[src/rtl/nr_pkg.sv]
// Shared types and constants for the Newton-Raphson reciprocal refinement stage.
package nr_pkg;

    typedef enum logic [1:0] {
        IDLE,
        MUL_DX,
        MUL_XT,
        DONE
    } nr_state_e;

    // Iteration counter width; never narrower than one bit so N_ITER=0 still elaborates.
    function automatic int unsigned iter_w(input int unsigned n_iter);
        return (n_iter < 1) ? 1 : $clog2(n_iter + 1);
    endfunction

    // 2.0 expressed in Q2.(w-1).
    function automatic logic [31:0] two_q2(input int unsigned w);
        return 32'd2 << (w - 1);
    endfunction

endpackage

[src/rtl/nr_mul_trunc.sv]
// Unsigned multiply, drop SHIFT low bits and optionally saturate at 2^SAT_W.
// With NR_ROUND_EN defined the drop is round-half-up instead of plain truncation.
module nr_mul_trunc #(
    parameter int unsigned A_W   = 9,
    parameter int unsigned B_W   = 10,
    parameter int unsigned SHIFT = 8,
    parameter int unsigned OUT_W = 10,
    parameter int unsigned SAT_W = 9
) (
    input  logic [A_W-1:0]   a,
    input  logic [B_W-1:0]   b,
    input  logic             sat_en,
    output logic [OUT_W-1:0] y
);

    localparam int unsigned P_W = A_W + B_W + 1;

    logic [P_W-1:0] prod;
    logic [P_W-1:0] full;

    always_comb begin
        prod = P_W'(a) * P_W'(b);
`ifdef NR_ROUND_EN
        prod = prod + (P_W'(1) << (SHIFT - 1));
`endif
        full = prod >> SHIFT;
        if (sat_en && (full >= (P_W'(1) << SAT_W))) begin
            y = OUT_W'((P_W'(1) << SAT_W) - P_W'(1));
        end else begin
            y = full[OUT_W-1:0];
        end
    end

endmodule

[src/rtl/nr_reciprocal_refine.sv]
// Newton-Raphson reciprocal refinement x' = x*(2 - d*x) on one shared multiplier.
// Define NR_ROUND_EN to round-half-up both truncation steps.
module nr_reciprocal_refine
    import nr_pkg::*;
#(
    parameter int unsigned SIZE   = 4,
    parameter int unsigned W      = 3 * SIZE - 3,
    parameter int unsigned N_ITER = 2
) (
    input  logic            clk,
    input  logic            rst_n,
    input  logic            in_valid,
    output logic            in_ready,
    input  logic [SIZE-1:0] fraction,
    input  logic [W-1:0]    seed,
    output logic            out_valid,
    input  logic            out_ready,
    output logic [W-1:0]    recip,
    output logic            div_by_zero
);

    localparam int unsigned ITER_W = iter_w(N_ITER);
    localparam logic [W:0]  TWO_Q2 = (W + 1)'(two_q2(W));

    nr_state_e         state;
    logic [SIZE-1:0]   d_r;
    logic [W-1:0]      x_r;
    logic [W:0]        t_r;
    logic [ITER_W-1:0] iter;
    logic              flag;

    logic              mul_sat;
    logic [W:0]        mul_b;
    logic [W:0]        mul_y;

    // d is pre-shifted into x's fraction alignment so both products drop W-1 bits.
    assign mul_sat = (state == MUL_XT);
    assign mul_b   = mul_sat ? t_r : ((W + 1)'(d_r) << (W - SIZE));

    nr_mul_trunc #(
        .A_W  (W),
        .B_W  (W + 1),
        .SHIFT(W - 1),
        .OUT_W(W + 1),
        .SAT_W(W)
    ) u_mul (
        .a     (x_r),
        .b     (mul_b),
        .sat_en(mul_sat),
        .y     (mul_y)
    );

    always_ff @(posedge clk or negedge rst_n) begin
        if (!rst_n) begin
            state       <= IDLE;
            in_ready    <= 1'b1;
            out_valid   <= 1'b0;
            recip       <= '0;
            div_by_zero <= 1'b0;
            iter        <= '0;
            d_r         <= '0;
            x_r         <= '0;
            t_r         <= '0;
            flag        <= 1'b0;
        end else begin
            case (state)
                IDLE: begin
                    if (in_valid && in_ready) begin
                        d_r      <= fraction;
                        x_r      <= fraction[SIZE-1] ? seed : '1;
                        iter     <= '0;
                        flag     <= ~fraction[SIZE-1];
                        in_ready <= 1'b0;
                        if (N_ITER == 0 || !fraction[SIZE-1]) begin
                            state       <= DONE;
                            out_valid   <= 1'b1;
                            recip       <= fraction[SIZE-1] ? seed : '1;
                            div_by_zero <= ~fraction[SIZE-1];
                        end else begin
                            state <= MUL_DX;
                        end
                    end
                end
                MUL_DX: begin
                    t_r   <= TWO_Q2 - mul_y;
                    state <= MUL_XT;
                end
                MUL_XT: begin
                    x_r  <= mul_y[W-1:0];
                    iter <= iter + ITER_W'(1);
                    if ((iter + ITER_W'(1)) == ITER_W'(N_ITER)) begin
                        state       <= DONE;
                        out_valid   <= 1'b1;
                        recip       <= mul_y[W-1:0];
                        div_by_zero <= flag;
                    end else begin
                        state <= MUL_DX;
                    end
                end
                DONE: begin
                    if (out_ready) begin
                        state     <= IDLE;
                        out_valid <= 1'b0;
                        in_ready  <= 1'b1;
                    end
                end
                default: state <= IDLE;
            endcase
        end
    end

endmodule

[config.mk]
export PLATFORM = sky130hd
export DESIGN_NAME = nr_reciprocal_refine
export DESIGN_NICKNAME = d
export VERILOG_FILES = /design/src/rtl/nr_pkg.sv /design/src/rtl/nr_mul_trunc.sv /design/src/rtl/nr_reciprocal_refine.sv
export SDC_FILE = /design/constraint.sdc
export NUM_CORES = 1
export LEC_CHECK = 0
export BUFFER_PORTS_ARGS = -buffer_cell sky130_fd_sc_hd__buf_2
export CORE_ASPECT_RATIO = 1.4
export CORE_MARGIN = 2
export CORE_UTILIZATION = 55
export DETAILED_ROUTE_END_ITERATION = 10
export PLACE_DENSITY = 0.84
export SETUP_SLACK_MARGIN = 0.5
export SLEW_MARGIN = 40
export SYNTH_ARGS = -nofsm -noshare
export SYNTH_HDL_FRONTEND = slang
export SYNTH_SLANG_ARGS = --single-unit
export TNS_END_PERCENT = 10
[constraint.sdc]
create_clock -name clk -period 8.45 [get_ports clk]
set_clock_uncertainty 0.1 [all_clocks]
set_input_delay 1.69 -clock clk [delete_from_list [all_inputs] [get_ports clk]]
set_output_delay 1.69 -clock clk [all_outputs]
set_load 0.01 [all_outputs]
==> metrics <==
Synth cell types=61; largest delay contributor family on the critical path=adder cells; Nets=roughly 700; max incr delay on CP=620 ps; CTS Sinks=40; min cycle time layout=about 7000 ps; Setup WS pre-CTS=between 1000 and 1500 ps; leading cell types in the layout, fill and taps excluded=nand2_1, inv_1, fa_1; Metal-1 WL=4.63 mm; status=completed; hold_ws=385 ps; Mean Syn Cell Area=8.70 um^2; setup tns final=0 ps; RSZ-0062 raised after global routing=false; number of H-tree levels=2; filler cell count=~720; fin. max-slew vios=0; vias=4098; leading cell type in the layout, fill and taps excluded=nand2_1; Worst Hold Class=flop to flop; clock buffer depth=2; GRT Total Usage=0.271; first-pass GRT wire length=20.8 mm; WP buf/inv=4; maximum fanout along the worst path=14; Die Y=116 um; Port-buffer cells=28; Setup CP Type=flop to flop; iteration count of the initial detailed-routing pass=5; Post-synth ARST share=1.00; Multi-input gate area=3540 um^2; layout cells sized above 1=0.105; worst slew pin tran=778 ps; post-route clock period utilization=0.854; TritonCTS Buffers=5; Syn Inst Count=between 500 and 600; setup ws final=1240 ps; Top-Level Pins=29; max frequency=around 0.14 GHz; Setup Buffers After CTS=0; sequential share of the synthesized area=0.204; WL/cell=18.3 um; CTS Hold Buffers Added=0; Placer Congestion=0.881; placed insts=670; vias in the first global route=4314; die width=84.0 um; Syn. warnings=0; Worst Path Required=between 8000 and 9000 ps; initial cell density of the core=0.569; Rel. slew slack=0.480; largest net degree at the start of global routing=41; max-cap viol count=0; Post-synth EDFFs=0; Seq. cell area=approximately 1000 um^2; met2 WL post-DR=between 6 and 7 mm; Worst-path clk slew=60 ps; critical path launch point type=flop; Core ar.=approximately 8700 um^2; clock root buffer=clkbuf_16; data arrival time of the critical path=7250 ps; CTS resizes=0; Met3 Routed Length=770 um; Area Overhead vs Synth=6.35%; slowest cell on the critical path=dfrtp_1; Synth Register Bits=40; antenna viol nets, final=0; top_reg_cell synth=dfrtp_1; clk_lat worst skew=290 ps; final hold vios=0; FP Rows=40; Crit. End Element=flop; routed vias/inst=6.04; net count after synthesis=just under 700; remaining global-route overflow=0; Setup Viol. Count Final=0; dpl hpwl=9.53 mm; initial antenna violation count=1; Non-Filler Instances=679; synthesized area=4920 um^2; DR iter-0 viols=256; DRC=0; highest routed layer=met4; die area=9740 um^2; CTS tree=built; final wirelength=12.4 mm
[synth_stat cells (2+ instances only)]
master	instances	area share
nor3b_1	2	0.0030
o211ai_1	2	0.0030
and3_1	27	0.034
xnor2_1	12	0.021
and3_2	4	0.0061
o22ai_1	4	0.0051
buf_1	2	0.0015
nor4_1	2	0.0025
nor4_4	2	0.0086
nor2b_1	8	0.010
dfrtp_1	39	0.20
clkbuf_1	22	0.017
o31ai_1	7	0.011
o21ai_0	23	0.023
and2_1	21	0.027
ha_1	37	0.094
nand3_1	16	0.016
a21oi_1	22	0.022
a211oi_1	5	0.0076
nor2_1	32	0.024
mux2_2	6	0.014
a2111oi_0	2	0.0036
or3_1	2	0.0025
nor3_1	5	0.0051
xor2_1	4	0.0071
fa_1	56	0.23
and4_1	2	0.0036
buf_2	5	0.0051
a31oi_1	4	0.0051
nand2_1	82	0.063
inv_1	73	0.056
a21o_1	4	0.0061
a211o_1	2	0.0036
nand4_1	3	0.0038
[logic make-up (layout without fill, tap and decap cells)]
group	count (synthesis)	after routing	share of synthesized area
flip-flops	40	40	0.204
AND/OR/NAND/NOR	222	222	0.241
XOR/XNOR	16	16	0.0285
AO/OA/AOI/OAI	85	85	0.110
multiplexers	7	7	0.0158
other	0	1	0
adder cells (fa/ha/maj)	93	93	0.322
buffers and inverters	103	110	0.0800
[routing by layer]
layer / vias up / global-route usage
met5: - / 0
met4: 0 / 0.144
met3: 52 / 0.0456
met2: 186 / 0.493
met1: 1972 / 0.303
li1: 1888 / -
[cell type report]
cell class / count / area share
timing repair buffer: 29 / 0.0287
sequential: 40 / 0.191
antenna: 1 / 0.000478
clock inverter: 2 / 0.00239
multi-input combinational: 423 / 0.675
tap: 105 / 0.0251
inverter: 73 / 0.0523
clock buffer: 6 / 0.0246
[worst register-to-register path, stage by stage (launching register included)]
cell,delay [ps]
dfrtp_1,620
inv_1,170
nor2_2,460
nand2_1,110
nand2_1,370
nand2_1,160
fa_1,550
inv_1,50
fa_1,490
inv_1,50
fa_1,470
fa_1,550
inv_1,50
ha_1,360
a21oi_1,320
o21ai_0,190
o311ai_1,390
nand2_1,120
xnor2_1,370
nor2_1,100
nor2_1,130
nor2_1,80
ha_1,250
and3_1,200
nand4b_1,120
xnor2_1,140
o21ai_0,110
[sequential cells by signal, indices dropped and copies added (netlist names)]
signal,count
in_ready,1
state,2
t_r,10
out_valid,1
x_r,9
div_by_zero,1
flag,1
iter,2
recip,9
d_r,4
[final timing paths]
| kind | from | to | slack (ps) | cells past startpoint |
|---|---|---|---|---|
| worst max register to register | state[1] | t_r[8] | 1240 | 26 |
| max in group asynchronous | rst_n | t_r[5] | 6610 | 1 |
| worst max-delay path | state[1] | t_r[8] | 1240 | 26 |
| worst min-delay path | iter[1] | iter[1] | 380 | 2 |
| min in group asynchronous | rst_n | recip[1] | 1270 | 1 |
| worst min register to register | iter[1] | iter[1] | 380 | 2 |
[metrics by stage]
| stage | instance area (um^2) | utilization |
|---|---|---|
| after floorplan | 4920 | - |
| after global placement | 5090 | 0.587 |
| after detailed placement | 5090 | 0.588 |
| after CTS | 5230 | 0.604 |
| after global routing | 5240 | 0.605 |
| final | 5240 | 0.605 |
Power is not shown: default switching activity piles up to over one toggle a cycle in this logic, so the estimate is an artifact.
